===== src/rtl/mem_bus_unit.sv =====
// mem_bus_unit: MAR/MDR bus interface to a wait-stated RAM with memory-mapped I/O ports
module mem_bus_unit #(
  parameter int DATA_W      = 32,
  parameter int ADDR_W      = 9,
  parameter int WAIT_STATES = 1,
  parameter int NUM_PORTS   = 2,
  parameter int IO_BASE     = 2**ADDR_W - NUM_PORTS
) (
  input  logic                        clk,
  input  logic                        rst,
  input  logic [DATA_W-1:0]           bus,
  input  logic                        mar_in,
  input  logic                        mdr_in,
  input  logic                        rd_req,
  input  logic                        wr_req,
  output logic [DATA_W-1:0]           mdr_data,
  output logic                        busy,
  output logic                        ack,
  output logic [ADDR_W-1:0]           ram_addr,
  output logic [DATA_W-1:0]           ram_wdata,
  input  logic [DATA_W-1:0]           ram_rdata,
  output logic                        ram_we,
  output logic                        ram_re,
  input  logic [NUM_PORTS*DATA_W-1:0] inport_data,
  output logic [NUM_PORTS*DATA_W-1:0] outport_data
);
  typedef enum logic [1:0] {IDLE, ACCESS, DONE} state_t;
  localparam logic [ADDR_W-1:0] IO_BASE_A = ADDR_W'(IO_BASE);
  localparam logic [2:0]        WS        = 3'(WAIT_STATES);
  state_t                      state, state_nx;
  logic [ADDR_W-1:0]           mar, pidx;
  logic [DATA_W-1:0]           mdr, io_rdata;
  logic [2:0]                  wcnt;
  logic                        rd_op, is_io, start, last;
  logic [NUM_PORTS*DATA_W-1:0] inp, outp;
  always_comb begin
    is_io    = mar >= IO_BASE_A;
    pidx     = mar - IO_BASE_A;
    start    = state == IDLE && (rd_req || wr_req);
    last     = state == ACCESS && (is_io || wcnt == 3'd0);
    state_nx = start ? ACCESS : last ? DONE : state == DONE ? IDLE : state;
    io_rdata = '0;
    for (int i = 0; i < NUM_PORTS; i++)
      if (pidx == ADDR_W'(i)) io_rdata = inp[i*DATA_W +: DATA_W];
    busy      = state != IDLE;
    ack       = state == DONE;
    ram_re    = state == ACCESS && !is_io && rd_op;
    ram_we    = state == ACCESS && !is_io && !rd_op;
    ram_addr  = mar;
    ram_wdata = mdr;
    mdr_data  = mdr;
    outport_data = outp;
  end
  always_ff @(posedge clk or negedge rst)
    if (!rst) state <= IDLE;
    else state <= state_nx;
  // a simultaneous rd_req/wr_req resolves to a read because rd_op takes rd_req
  always_ff @(posedge clk or negedge rst)
    if (!rst) begin
      mar   <= '0;
      mdr   <= '0;
      wcnt  <= '0;
      rd_op <= 1'b0;
      inp   <= '0;
      outp  <= '0;
    end else begin
      inp <= inport_data;
      if (state == IDLE && mar_in) mar <= bus[ADDR_W-1:0];
      if (state == IDLE && mdr_in) mdr <= bus;
      if (start) begin
        rd_op <= rd_req;
        wcnt  <= WS;
      end else if (state == ACCESS && wcnt != 3'd0) wcnt <= wcnt - 3'd1;
      if (last && rd_op) mdr <= is_io ? io_rdata : ram_rdata;
      if (last && !rd_op && is_io)
        for (int i = 0; i < NUM_PORTS; i++)
          if (pidx == ADDR_W'(i)) outp[i*DATA_W +: DATA_W] <= mdr;
    end
endmodule


===== config.mk =====
export PLATFORM = sky130hd
export DESIGN_NAME = mem_bus_unit
export DESIGN_NICKNAME = d
export VERILOG_FILES = /design/src/rtl/mem_bus_unit.sv
export SDC_FILE = /design/constraint.sdc
export NUM_CORES = 1
export LEC_CHECK = 0
export CAP_MARGIN = 20
export CORE_ASPECT_RATIO = 0.6
export CORE_MARGIN = 5
export CORE_UTILIZATION = 68
export DETAILED_ROUTE_END_ITERATION = 12
export DONT_BUFFER_PORTS = 1
export PLACE_DENSITY = 0.94
export SYNTH_ARGS = -nofsm -noshare
export SYNTH_HDL_FRONTEND = slang
export SYNTH_SLANG_ARGS = --single-unit

===== constraint.sdc =====
create_clock -name clk -period 4.3 [get_ports clk]
set_clock_uncertainty 0.1 [all_clocks]
set_input_delay 0.86 -clock clk [delete_from_list [all_inputs] [get_ports clk]]
set_output_delay 0.86 -clock clk [all_outputs]
set_load 0.005 [all_outputs]

# Word-level counts from Yosys, hierarchy flattened

Index checks and enable logic that the tools add are counted.

Output and inout bits: 141
Flip-flop bits (word level): 175
Logic and storage cells: 49

Reduce and logical (&&, ||, !) cells: 25
$add $sub $neg: 2
$lt $le $gt $ge: 1
Equality and inequality tests: 3
Mux-type cells: 10

Operator list:

| operator                                          | number |
|---|---|
| 2-to-1 mux 32 bit                                 | 5 |
| logical AND 1 bit                                 | 11 |
| == test 9 x 1 -> 1 bit (second input constant)    | 1 |
| >= comparator 9 bit (second input constant)       | 1 |
| logical NOT 9 bit                                 | 1 |
| subtractor 9 bit (second input constant)          | 1 |
| 2-to-1 mux 2 bit                                  | 3 |
| 2-to-1 mux 3 bit                                  | 2 |
| nonzero test 2 bit                                | 3 |
| nonzero test 3 bit                                | 2 |
| AND reduction 2 bit                               | 2 |
| logical NOT 3 bit                                 | 1 |
| subtractor 3 x 1 -> 3 bit (second input constant) | 1 |
| == test 2 x 1 -> 1 bit (second input constant)    | 1 |
| == test 2 bit (second input constant)             | 1 |
| logical NOT 1 bit                                 | 2 |
| logical NOT 2 bit                                 | 1 |
| logical OR 1 bit                                  | 2 |

# Logic depth before layout (Yosys ltp)

Gate-level depths: netlist (run 1).

Depth in word-level cells: 6
Depth in mapped cells: 8
Gate-level depth less buffers: 6

# Least setup slack after synthesis (run 1)

No wires, ideal clock.

Kind: register to output
Start: reg mar[0] (netlist: ram_addr[0])
End: out ram_we
Required time: 3.340 ns
Buffers on the path: 1
Stages on the path, launching flop included: 5
Slack: 2.070 ns
Data arrival time: 1.270 ns
Path through: dfrtp_1 -> buf_2 -> nand3b_1 -> a211o_1 -> and2_1

Cells in the longest elaborated chain, start to end: 4

Ends and longest elaborated chain:

| what                            | line | text |
|---|---|---|
| from (decl)                     | 31   | `logic [ADDR_W-1:0] mar, pidx;` |
| from (signal assigned)          | 68   | `if (state == IDLE && mar_in) mar <= bus[ADDR_W-1:0];` |
| >= comparator 9 bit             | 37   | `is_io = mar >= IO_BASE_A;` |
| logical NOT 1 bit               | 48   | `ram_we = state == ACCESS && !is_io && !rd_op;` |
| logical AND 1 bit (2 in series) | 48   |  |
| to (decl)                       | 22   | `output logic ram_we,` |

Every way passes these cells.

# Final worst setup path (run 1)

Start: reg mar[2] (netlist: ram_addr[2])
End: reg outp[49] (netlist: outport_data[49])

Cells in the longest elaborated chain, start to end: 6

Ends and longest elaborated chain:

| what                                                                     | line | text |
|---|---|---|
| parallel branches: the longest is 5 deep, another holds subtractor 9 bit | -    |  |
| AND reduction 2 bit (no source line) (*)                                 | -    |  |
| to (signal, indexed assignment)                                          | 77   | `if (pidx == ADDR_W'(i)) outp[i*DATA_W +: DATA_W] <= mdr;` |
| to (decl)                                                                | 35   | `logic [NUM_PORTS*DATA_W-1:0] inp, outp;` |

Mark *: on every way between the ends.
A chain may end at the register's enable or synchronous reset.

==> results.yml, run 1 <==
outcome:
  run_status: "completed"
yosys:
  ys_seq_area_share_pct: 60.9
  syn_area_per_cell_um2: 14.7
  synth_edf_count: 0
  ys_ff_latch: 175
  yosysMostFrequentCell: "dfrtp_1"
  synth_cells: 488
  synth.distinct_cells: 38
  synth_area_um2: 7190
  synthesis.nets: 625
  post-synth-top-area-cell: "dfrtp_1"
  synthTopCellsByCount: "dfrtp_1, mux2_2, buf_4"
  synthFlopType: "dfrtp_1"
  netlist.area_leader.share_pct: 60.9
  synthArstFlopShare_pct: 100
  ys_warn_count: 0
  ys_top_cells_by_area: "dfrtp_1, mux2_2, o22ai_2, mux2i_1, buf_4"
sta:
  setup_viol: 0
  hold_viol_final: 0
  slew_viol_final: 0
  tightest_slew_ns: 1.06
  setup_tns_ns: 0
  whs_ns: 0.0426
  rsz0062_at_grt: "false"
  post-route-min-period_ns: 2.96
  fmax_mhz: 338
  period_share_pct: 68.8
  max-slew-margin-rel_pct: 29.6
clock_network:
  cts_resized: 0
  hold_buffers: 0
  htreeDepth: 4
  numClockSinks: 175
  clockBufferDepth: 2
  cts_root_buffer: "clkbuf_16"
  clk_latency_ns: 0.41
  cts_tree: "yes"
  clk_pin_slew_ns: 0.06
  numCtsBuffers: 17
  postCtsSetupBuffers: 0
floorplanning:
  fp.coreArea_um2: 10500
  die_area_um2: 12800
  die_h_um: 89.6
  io-pin-count: 275
  num_rows: 29
  dieWidth_um: 143
  start_util_pct: 68.8
final_layout:
  final_cells: 599
  syn_to_final_growth_pct: 5.92
  multiInputGateArea_um2: 2380
  final_nets: 583
  fillCellCount: 624
  drive_gt1_share_pct: 29.9
  regArea_um2: 4380
  fin_util_pct: 72.9
power_and_ir_drop:
  power_frac_seq_pct: 47.3
  leakage_nw: 3.39
  p_clk_share_pct: 31.3
  fin_total_pwr_mw: 4.99
  pwr_density_cell_nw_per_um2: 656
  p_switching_mw: 1.68
  max-vdd-ir-drop_mv: 0.387
  intPower_mw: 3.31
  sw_frac_of_total_pct: 33.7
  p_comb_share_pct: 21.4
setup_path:
  end_kind: "register"
  slowest_stage: "nand3_2"
  cp_data_required_time_ns: 4.49
  rrSetupSlack_ns: 1.34
  worst-r2r-cell-count: 5
  timing.rr.end: "outport_data[49]"
  start_kind: "register"
  arrival_ns: 3.15
  path_cells: "ha_1 -> and4b_1 -> nor3b_1 -> nand3_2 -> mux2_2"
  slowest_delay_ns: 0.77
  critPathKind: "register to register"
  crit_path_max_fanout: 32
  reg2reg_from: "ram_addr[2]"
route:
  drc: 0
  vias: 4104
  dr.pass1.iters: 5
  dr_wl_met3_mm: 1.72
  dr_wl_met2_mm: 8.96
  routed_via_density: 6.85
  detail_route.wl_per_cell_um: 29.7
  drt_wl_total_mm: 17.8
  ant_nets: 0
  highest_layer: "met5"
  drt-met1-wl_mm: 6.79
  initialDrtViolationCount: 251
global_route:
  grt_pass1_vias: 4380
  grt_max_degree: 176
  grt_pass1_wl_mm: 26.1
  overflow: 0
  grtUsageTotal_pct: 27.7
  antenna_found_initial: 3
placed_design:
  dp_hpwl_mm: 12.3
  place_congestion: 0.840
  portBuffers: 0
  dp_cells: 565
worst_hold_path:
  worstHoldPathType: "input pin to async pin"
run:
  maxCapViolations: 0
## logic make-up (layout without fill, tap and decap cells)
group,count (synthesis),in the layout,share of synthesized area (%)
AO/OA/AOI/OAI,105,105,13.8
XOR/XNOR,2,2,0.244
adder cells (fa/ha/maj),3,3,0.522
buffers and inverters,71,41,6.16
flip-flops,175,175,60.9
multiplexers,105,105,15.9
other,0,2,0
AND/OR/NAND/NOR,27,27,2.42
## power by group through the flow
stage	logic [mW]	clock network [mW]	registers [mW]
after floorplan	1.09	0	2.18
after global placement	0.977	0	2.36
after detailed placement	1.05	0	2.39
after CTS	1.06	1.57	2.36
after global routing	1.14	1.65	2.41
final	1.07	1.56	2.36
## worst max-delay path, delay by kind of cell, from the launching register on
kind,cells,cell delay (ns)
and+or+nand+nor,3,1.37
muxes,1,0.58
DFF,1,0.46
adders and majority gates,1,0.30
## layer usage
metal / vias up / GRT usage [%]
met3: 24 / 9.05
met1: 2153 / 35.3
li1: 1677 / -
met5: - / 0
met2: 248 / 46.1
met4: 2 / 9.23
## registers in the layout, summed over array words and instances, names as in the netlist
signal	count
ram_addr	9
mdr_data	32
rd_op	1
state	2
inp	64
outport_data	64
wcnt	3
## worst max path at each step
| stage | to | cells past startpoint | from | slack [ns] |
|---|---|---|---|---|
| after floorplan | ram_we | 4 | ram_addr[0] | 2.07 |
| after global placement | mdr_data[19] | 5 | mdr_in | 1.26 |
| after detailed placement | mdr_data[19] | 5 | mdr_in | 1.12 |
| after CTS | outport_data[36] | 5 | ram_addr[2] | 1.32 |
| after global routing | outport_data[58] | 5 | ram_addr[2] | 1.19 |
| final | outport_data[49] | 5 | ram_addr[2] | 1.34 |
## through the flow
stage	worst slack (ns)	area, um2
after floorplan	2.07	7190
after global placement	1.26	7000
after detailed placement	1.12	7000
after CTS	1.32	7590
after global routing	1.19	7610
final	1.34	7610
## cell type report
cell class              instances  area share (%)
well taps                     139            2.28
multi-input cells             242            31.3
repair buffers                  4           0.723
clock buffers                  19            5.69
diodes                          2          0.0657
inverters                       6           0.296
clock inverters                12            2.10
flip-flops and latches        175            57.5
## placed cells by master, fill, tap and decap left out, types with 2 or more instances in the layout
cell        Yosys  routed
o21ai_0         2       2
mux2_2         66      66
inv_6           0       4
bufinv_16       0       3
o32ai_1        32      32
mux2_1          7       7
xnor2_1         2       2
diode_2         0       2
clkinvlp_4      0       4
clkbuf_16       0      17
dfrtp_1       175     174
ha_1            3       3
o22ai_2        30      30
o21a_1         32      32
buf_4          38       2
and2_1          3       3
mux2i_1        32      32
nand2_1         3       3
clkbuf_1       15       2
nor2_1          7       7
buf_12          0       2
nor2b_1         2       2
inv_1           6       6
o22ai_1         2       2
No activity file was read; power rests on OpenSTA's default activity.
==> inputs of run 2 (changes only) <==
--- a/config.mk
+++ b/config.mk
@@ -8,10 +8,10 @@
 export CAP_MARGIN = 20
 export CORE_ASPECT_RATIO = 0.6
 export CORE_MARGIN = 5
-export CORE_UTILIZATION = 68
+export CORE_UTILIZATION = 57
 export DETAILED_ROUTE_END_ITERATION = 12
 export DONT_BUFFER_PORTS = 1
-export PLACE_DENSITY = 0.94
+export PLACE_DENSITY = 0.85
 export SYNTH_ARGS = -nofsm -noshare
 export SYNTH_HDL_FRONTEND = slang
 export SYNTH_SLANG_ARGS = --single-unit
==> constraint.sdc (replaced) <==
create_clock -name clk -period 2.4 [get_ports clk]
set_clock_uncertainty 0.1 [all_clocks]
set_input_delay 0.48 -clock clk [delete_from_list [all_inputs] [get_ports clk]]
set_output_delay 0.48 -clock clk [all_outputs]
set_load 0.005 [all_outputs]
==> results.yml, run 2 (synthesis gave the netlist of run 1 again) <==
outcome:
  run_status: "finished with violations"
  violations: "negative hold slack"
placed_design:
  dp_hpwl_mm: 12.4
  dpl-instance-area_um2: 7190
  pre_cts_ws_ns: 0.104
  portBuffers: 0
  place_congestion: 0.834
power_and_ir_drop:
  max-vdd-ir-drop_mv: 0.614
  fin_total_pwr_mw: 8.99
  leakage_nw: 3.74
  pwr_density_cell_nw_per_um2: 1070
global_route:
  grtUsageTotal_pct: 24.6
  grt_max_degree: 176
  overflow: 0
  grt_pass1_wl_mm: 28.5
  antenna_found_initial: 0
  grt_pass1_vias: 4852
route:
  ant_nets: 0
  detail_route.wl_per_cell_um: 26.2
  drc: 0
  initialDrtViolationCount: 235
  routed_via_density: 6.24
  vias: 4367
  dr.pass1.iters: 4
  drt_wl_total_mm: 18.4
sta:
  tightest_slew_ns: 0.510
  slew_viol_final: 0
  fmax_mhz: 429
  setup_viol: 0
  post-route-min-period_ns: 2.33
  rsz0062_at_grt: "false"
  setup_slack_ns: 0.0667
  max-slew-margin-rel_pct: 65.0
  hold_viol_final: 175
  whs_ns: -0.351
  setup_tns_ns: 0
  period_share_pct: 97.2
worst_hold_path:
  worstHoldPathType: "input pin to async pin"
setup_path:
  arrival_ns: 1.75
  crit_path_max_fanout: 5
  cp_data_required_time_ns: 1.82
  path_cells: "nand4_1 -> a211o_2 -> and2_1"
  reg2reg_from: "ram_addr[1]"
  slowest_stage: "a211o_2"
  critPathKind: "register to output port"
  slowest_delay_ns: 0.48
  start_kind: "register"
  end_kind: "output port"
  startpoint: "ram_addr[7]"
clock_network:
  clockBufferDepth: 2
  clk_latency_ns: 0.42
  hold_buffers: 64
  numClockSinks: 175
  cts_tree: "yes"
  htreeDepth: 4
  cts_root_buffer: "clkbuf_16"
  numCtsBuffers: 17
  clk_pin_slew_ns: 0.07
  postCtsSetupBuffers: 0
final_layout:
  final_nets: 659
  fillCellCount: 792
  final_cell_mix: "dfrtp_1, mux2_2, dlygate4sd3_1"
  syn_to_final_growth_pct: 17.1
  drive_gt1_share_pct: 28.8
  fin_area_um2: 8410
  fin_util_pct: 68.9
  final_common_cell: "dfrtp_1"
  diodes: 0
run:
  maxCapViolations: 0
floorplanning:
  fp.coreArea_um2: 12200
  start_util_pct: 58.8
  die_area_um2: 15000
  dieWidth_um: 155
  die_h_um: 97.0
  io-pin-count: 275
  num_rows: 31
## run 2: changes by cell type in the layout (fill, tap and decap cells not counted), moves of 2 or more
cell           change
dlygate4sd3_1     +64
buf_4              +8
inv_8              +6
buf_12             +4
bufinv_16          -3
clkinvlp_4         -3
clkbuf_1           -2
diode_2            -2
## run 2: cell type report
cell class                 count  area, um2  share of cell area (%)
inverter                       6       22.5                   0.268
clock inverter                14        140                    1.67
multi-input combinational    242       2390                    28.4
timing repair buffer          80        836                    9.93
clock buffer                  18        439                    5.22
sequential                   175       4380                    52.1
tap                          165        206                    2.45
## run 2: where the power goes
group	total (mW)	switching (mW)	internal, mW
registers	4.15	0.718	3.43
logic	2.18	1.17	1.01
clock network	2.67	1.25	1.42
## run 2: worst max-delay path: cells and delay by family (launching register included)
| family | cells | cell delay [ns] |
|---|---|---|
| flops | 1 | 0.40 |
| simple gates | 2 | 0.46 |
| compound gates | 1 | 0.48 |
## run 2: final timing paths
check,end,slack [ns],cells past startpoint
worst min register to register,outport_data[8],0.42,1
max in group asynchronous,ram_addr[0],2.08,0
min in group clk,rd_op,0.10,1
worst max register to register,mdr_data[31],0.12,6
worst min-delay path,inp[63],-0.35,0
worst max-delay path,ram_we,0.07,3
## run 2: metrics by stage
step                instances  hold WS, ns
floorplan                 488       0.0844
global placement          604       0.0875
detailed placement        604       0.0871
CTS                       700       -0.365
global route              700       -0.370
finish                    700       -0.351
## run 2: routing by layer
metal | GRT usage, % | share of wire (%) | vias up
li1 | - | - | 1838
met5 | 0 | 0 | -
met3 | 7.81 | 9.8 | 28
met4 | 6.99 | 1.5 | 0
met1 | 30.2 | 39 | 2266
met2 | 42.0 | 50 | 235
## run 2: repair_timing
item | CTS | global route
resized for setup | 0 | 2
hold endpoints to repair | 239 | 175
setup endpoints to repair | 0 | 6
